[src/rtl/adain_out_stage.sv]
// AdaIN output stage: rounds, saturates and optionally rectifies the MAC result,
// and owns valid/ready flow control around the fixed-latency MAC.
module adain_out_stage #(
    parameter int unsigned ACC_WIDTH   = 112,
    parameter int unsigned WIDTH_OUT   = 16,
    parameter int unsigned FRAC_SHIFT  = 32,
    parameter int unsigned MAC_LATENCY = 2,
    parameter int unsigned CNT_WIDTH   = 16
) (
    input  logic                        clk,
    input  logic                        rst,
    input  logic                        s_valid,
    output logic                        s_ready,
    output logic                        mac_en,
    input  logic signed [ACC_WIDTH-1:0] mac_out,
    input  logic                        relu_en,
    output logic signed [WIDTH_OUT-1:0] m_data,
    output logic                        m_valid,
    input  logic                        m_ready,
    output logic                        sat_flag,
    output logic [CNT_WIDTH-1:0]        sat_count,
    input  logic                        sat_clr
);

    localparam logic signed [ACC_WIDTH:0] ROUND_HALF =
        {{ACC_WIDTH{1'b0}}, 1'b1} << (FRAC_SHIFT - 1);
    localparam logic signed [ACC_WIDTH:0] SAT_HI =
        {{(ACC_WIDTH + 2 - WIDTH_OUT){1'b0}}, {(WIDTH_OUT - 1){1'b1}}};
    localparam logic signed [ACC_WIDTH:0] SAT_LO =
        {{(ACC_WIDTH + 2 - WIDTH_OUT){1'b1}}, {(WIDTH_OUT - 1){1'b0}}};
    localparam logic signed [WIDTH_OUT-1:0] OUT_MAX = {1'b0, {(WIDTH_OUT - 1){1'b1}}};
    localparam logic signed [WIDTH_OUT-1:0] OUT_MIN = {1'b1, {(WIDTH_OUT - 1){1'b0}}};

    logic                        advance;
    logic                        capture;
    logic [MAC_LATENCY:1]        vld;
    logic signed [ACC_WIDTH:0]   acc_ext;
    logic signed [ACC_WIDTH:0]   acc_rnd;
    logic signed [WIDTH_OUT-1:0] res;
    logic                        res_sat;

    // One stall signal freezes MAC, valid tokens and output together,
    // so mac_out always lines up with vld[MAC_LATENCY].
    assign advance = !m_valid || m_ready;
    assign mac_en  = advance;
    assign s_ready = advance;
    assign capture = advance && vld[MAC_LATENCY];

    always_comb begin
        acc_ext = {mac_out[ACC_WIDTH-1], mac_out};
        acc_rnd = (acc_ext + ROUND_HALF) >>> FRAC_SHIFT;
    end

    always_comb begin
        res     = acc_rnd[WIDTH_OUT-1:0];
        res_sat = 1'b0;
        if (relu_en && (acc_rnd < 0)) begin
            res = '0;
        end else if (acc_rnd > SAT_HI) begin
            res     = OUT_MAX;
            res_sat = 1'b1;
        end else if (acc_rnd < SAT_LO) begin
            res     = OUT_MIN;
            res_sat = 1'b1;
        end
    end

    always_ff @(posedge clk) begin
        if (rst) begin
            vld <= '0;
        end else if (advance) begin
            vld[1] <= s_valid;
            for (int unsigned k = 2; k <= MAC_LATENCY; k++) begin
                vld[k] <= vld[k-1];
            end
        end
    end

    always_ff @(posedge clk) begin
        if (rst) begin
            m_valid <= 1'b0;
            m_data  <= '0;
        end else if (advance) begin
            m_valid <= vld[MAC_LATENCY];
            if (vld[MAC_LATENCY]) begin
                m_data <= res;
            end
        end
    end

    // Clear wins over a coincident event; that event is dropped.
    always_ff @(posedge clk) begin
        if (rst || sat_clr) begin
            sat_flag  <= 1'b0;
            sat_count <= '0;
        end else if (capture && res_sat) begin
            sat_flag <= 1'b1;
            if (sat_count != '1) begin
                sat_count <= sat_count + 1'b1;
            end
        end
    end

endmodule

[config.mk]
export PLATFORM = sky130hd
export DESIGN_NAME = adain_out_stage
export DESIGN_NICKNAME = d
export VERILOG_FILES = /design/src/rtl/adain_out_stage.sv
export SDC_FILE = /design/constraint.sdc
export NUM_CORES = 1
export LEC_CHECK = 0
export ABC_CLOCK_PERIOD_IN_PS = 13440
export BUFFER_PORTS_ARGS = -buffer_cell sky130_fd_sc_hd__buf_4
export CAP_MARGIN = 20
export CORE_MARGIN = 2
export CORE_UTILIZATION = 35
export DETAILED_ROUTE_END_ITERATION = 16
export PLACE_DENSITY_LB_ADDON = 0.3
export SETUP_SLACK_MARGIN = 0.2
export SYNTH_ARGS = -nofsm -noshare
export SYNTH_HDL_FRONTEND = slang
export SYNTH_SLANG_ARGS = --single-unit
[constraint.sdc]
create_clock -name clk -period 13.44 [get_ports clk]
set_clock_uncertainty 0.2 [all_clocks]
set_input_delay 2.688 -clock clk [delete_from_list [all_inputs] [get_ports clk]]
set_output_delay 2.688 -clock clk [all_outputs]
set_load 0.05 [all_outputs]
# [Word-level counts from Yosys, hierarchy flattened]
# Index checks and enable logic that the tools add are counted.
[word_totals] input_bits=118 out_inout_bits=36 ff_bits=36 word_cells=25
[classes] n_eq_ne=1 addsub=2 magnitude_cmp=3 reduce_logical=8 mux=6
[op_table] op="$add A112 B33 Y113 const B" count=1
[op_table] op="$gt A81 B16 Y1 const B" count=1
[op_table] op="$lt A81 B1 Y1 const B" count=1
[op_table] op="$lt A81 B16 Y1 const B" count=1
[op_table] op="$mux W16" count=3
[op_table] op="$add A16 B1 Y16 const B" count=1
[op_table] op="$ne A16 B16 Y1 const B" count=1
[op_table] op="$reduce_and A2 Y1" count=2
[op_table] op="$logic_and A1 B1 Y1" count=3
[op_table] op="$mux W1" count=3
[op_table] op="$logic_or A1 B1 Y1" count=2
[op_table] op="$logic_not A1 Y1" count=1

# [Depth between registers and ports, before layout]
[logic_depth] depth_word=7 depth_mapped=16 ltp_nobuf=13

# [Worst setup path before layout]
# OpenSTA, ideal clock, no wires.
[synth_timing] path_type="in2reg" from="input port mac_out[53]" to="register sat_count[1]" path_slack_ns=6.857 setup_ns=0.128 cell_stages=16 n_path_buf=4 t_required_ns=13.112 arrival_ns=6.256 path_cell_list="buf_2 > nand4_1 > nor4_1 > and4_1 > clkbuf_1 > or3b_2 > xor2_1 > nand4_1 > or4_1 > nor4_1 > a21oi_2 > o21ai_2 > buf_6 > buf_8 > mux2i_1 > nor2_1"
[synth_between] elab_chain_len=7 elab_cells_between_ends=10 cone_classes="add/sub (1); order compare (3); mux (3); reduce/logical (3)"
[synth_lines] item="start, declared" line_no="15" rtl="input logic signed [ACC_WIDTH-1:0] mac_out,"
[synth_lines] item="$add A112 B33 Y113 (*)" line_no="51" rtl="acc_rnd = (acc_ext + ROUND_HALF) >>> FRAC_SHIFT;"
[synth_lines] item="$lt A81 B16 Y1" line_no="62" rtl="end else if (acc_rnd < SAT_LO) begin"
[synth_lines] item="$mux W1" line_no="62"
[synth_lines] item="$mux W1" line_no="59" rtl="end else if (acc_rnd > SAT_HI) begin"
[synth_lines] item="$mux W1 (*)" line_no="57" rtl="if (relu_en && (acc_rnd < 0)) begin"
[synth_lines] item="$logic_and A1 B1 Y1 (*)" line_no="96" rtl="end else if (capture && res_sat) begin"
[synth_lines] item="$reduce_and A2 Y1 (no line) (*)"
[synth_lines] item="end signal, assigned" line_no="99" rtl="sat_count <= sat_count + 1'b1;"
[synth_lines] item="end, declared" line_no="21" rtl="output logic [CNT_WIDTH-1:0] sat_count,"
# Every way passes the cells marked *; elsewhere a longest branch is shown, timed or not.
# A chain may end at the register's enable or synchronous reset.

# [Final worst setup path]
[layout_timing] from="input port mac_out[36]" to="register sat_count[13]"
# The elaborated chain is that of the path after synthesis.

==> summary.txt <==
Run status
  • Status: finished, final reports clean

Timing
  • Worst slew pin tran: 0.931 ns
  • Ratio of final minimum period to clock period: 57.6%
  • Final setup fails: 0
  • Fmax: 129 MHz
  • Final critical-path required period: 7.75 ns
  • Final setup TNS: 0 ns
  • RSZ-0062 raised after global routing: no
  • Slew headroom: 37.7%
  • Hold Vio Cnt, Final: 0
  • Fin. max-slew vios: 0

Worst setup path
  • Most used cell, CP: nand4_1
  • Buf/Inv on CP: 1
  • Critical path startpoint category: input pin
  • Setup CP Type: in2reg
  • CP arrival: 7.76 ns
  • CP max stage cell: nor4_2
  • Required time of the critical path: 13.45 ns
  • Crit path max-delay family: simple AND/OR/NAND/NOR gates
  • Critical-path maximum fanout: 22
  • Worst Setup End Kind: flip-flop
  • Worst path cell trace: buf_4 -> nand4_1 -> nor4_2 -> nand4_1 -> nor2_1 -> xor2_1 -> or4b_1 -> or4_1 -> nor4_1 -> a21oi_2 -> o21ai_2 -> o21ai_0 -> a21oi_1
  • Delay of the slowest critical-path stage: 0.78 ns

Layout
  • Non-Filler Instances: 842
  • # fillers: 1199
  • Layout cells sized above 1: 20.9%
  • # diodes: 0
  • Final core utilization: 45.7%
  • NumNets Final: 818
  • Commonest non-fill, non-tap cell in the layout: buf_4
  • Most frequent cells in the layout: buf_4 (123), nor2_1 (71), nand2_1 (68), nand4_1 (54), nand3_1 (38)
  • Area Overhead vs Synth: 28.5%

Pwr
  • Clock share of power: 37.3%
  • Flop pwr share: 35.4%
  • Pint: 0.218 mW
  • Sw Pwr: 0.0949 mW
  • Power Density: 60.4 nW/µm²
  • Leak: 1.86 nW
  • Gate power share: 27.3%
  • Design Power: 0.313 mW
  • Switching Share: 30.4%
  • Max rail drop VDD: 60.5 µV

Logic synthesis
  • Yosys warning count: 0
  • Yosys reg bits: 36
  • Syn_area_per_cell: 6.84 µm²
  • Post-Syn Area: 4030 µm²
  • Sequential-to-total area share from yosys stat: 17.9%
  • Cell taking the most area after synthesis: dfxtp_1
  • Syn Nets: 709
  • Yosys cell types: 58
  • Synth top area cells: dfxtp_1 (18%), nand4_1 (8.4%), xnor2_1 (7.2%)
  • Post-synth top area share: 17.9%
  • Top FF cell, synth: dfxtp_1
  • Synthesized instance count: 589
  • Post-synth EDFFs: 0
  • FFs w/ async S/R, synth: 0%

Route
  • Final WL: 14.6 mm
  • Drt drc: 0
  • TritonRoute pass-1 iters: 5
  • Initial DRC Count: 428
  • Vias: 5072
  • Antenna-violating nets left: 0
  • Drt wl/cell: 17.3 µm
  • Vias/cell: 6.02

Global routing
  • Initial antenna violation count: 0
  • Global-route wire length before repair: 23.1 mm
  • Vias in the first global route: 4628
  • Gr usage total: 22.6%
  • Pin count of the biggest net entering global routing: 23
  • GR Overflow Total: 0

Placed design
  • Hpwl dp: 12.1 mm
  • Gp weighted congestion: 0.994
  • Placed cells: 833
  • Port bufs: 122

Floorplan
  • Die area: 12400 µm²
  • Core region area: 11300 µm²
  • Die width: 111 µm
  • Row count: 39
  • # IOs: 154
  • Die Height: 111 µm
  • Starting Density: 35.6%

Clocking
  • CTS sink cnt: 36
  • Post-CTS Setup Inserts: 0
  • Clk root buf: clkbuf_16
  • Gates resized, CTS repair: 0
  • Hold-fix buffers, CTS: 0
  • Clk buf depth: 2
  • TritonCTS clock tree: built
  • Clock latency at the later pin of the worst-skew pair: 0.28 ns
  • CTS clock-pin slew for the worst setup and hold paths: 0.06 ns
  • Clock buffer count from CTS: 5
  • Htree depth: 2

Worst hold path
  • Hold/Removal Path Class: reg2reg

Job
  • # Max-Cap Violations: 0
final cells by class:
class	count	area [µm²]	share of cell area [%]
multi-input combinational	526	3180	61.4
timing repair buffer	124	928	17.9
sequential	36	721	13.9
tap	143	179	3.46
clock buffer	7	143	2.76
inverter	5	18.8	0.363
clock inverter	1	7.51	0.145
Yosys cell counts, drive strengths merged, types with 10 or more instances:
cell,number
a21oi,26
and3,23
and4,15
clkbuf,16
dfxtp,36
nand2,68
nand3,38
nand4,55
nor2,71
nor3,25
nor4,27
o21ai,31
or3,14
or4,10
xnor2,33
xor2,32
worst min-delay path, stage by stage, from the launching register on:
cell	delay, ns
dfxtp_1	0.32
nand2_1	0.05
o21ai_0	0.05
routing by layer:
layer,wire length (µm),track usage [%]
met4,519,7.90
met2,6560,37.2
met1,6440,30.6
met3,1050,2.73
met5,0,0
registers in the layout (all words and copies together), names as in the netlist:
register and flops:
sat_count 16, sat_flag 1, m_data 16, vld 2, m_valid 1
final timing paths:
kind / from / to / slack, ns / cells after the start
max: mac_out[36] / sat_count[13]$_SDFFE_PP0P_ / 5.69 / 13
min: m_data[8]$_SDFFE_PP0P_ / m_data[8]$_SDFFE_PP0P_ / 0.26 / 2
max reg2reg: sat_count[2]$_SDFFE_PP0P_ / sat_count[7]$_SDFFE_PP0P_ / 10.90 / 8
min reg2reg: m_data[8]$_SDFFE_PP0P_ / m_data[8]$_SDFFE_PP0P_ / 0.26 / 2
cells by family (layout without fill, tap and decap cells):
kind of cell,count (synthesis),count (layout),share of synthesized area [%]
adder cells (fa/ha/maj),2,2,0.621
AO/OA/AOI/OAI,82,82,12.2
XOR/XNOR,65,65,14.1
flip-flops,36,36,17.9
AND/OR/NAND/NOR,372,372,50.6
multiplexers,5,5,1.24
buffers and inverters,27,137,3.23
per-stage QoR:
step	hold slack, ns	area (µm²)	setup WS (ns)
after floorplan	0.232	4030	6.86
after global placement	0.239	5010	5.64
after detailed placement	0.248	5010	5.55
after CTS	0.257	5160	5.82
after global routing	0.277	5170	5.39
final	0.257	5170	5.69
power groups by stage:
stage          clock network (mW)  registers, mW  logic [mW]
3_3_place_gp                    0          0.113      0.0827
3_5_place_dp                    0          0.113      0.0837
5_1_grt                     0.123          0.111      0.0922
4_1_cts                     0.119          0.110      0.0840
2_1_floorplan                   0          0.119      0.0338
6_report                    0.117          0.111      0.0854
(Power assumes the default switching activity.)
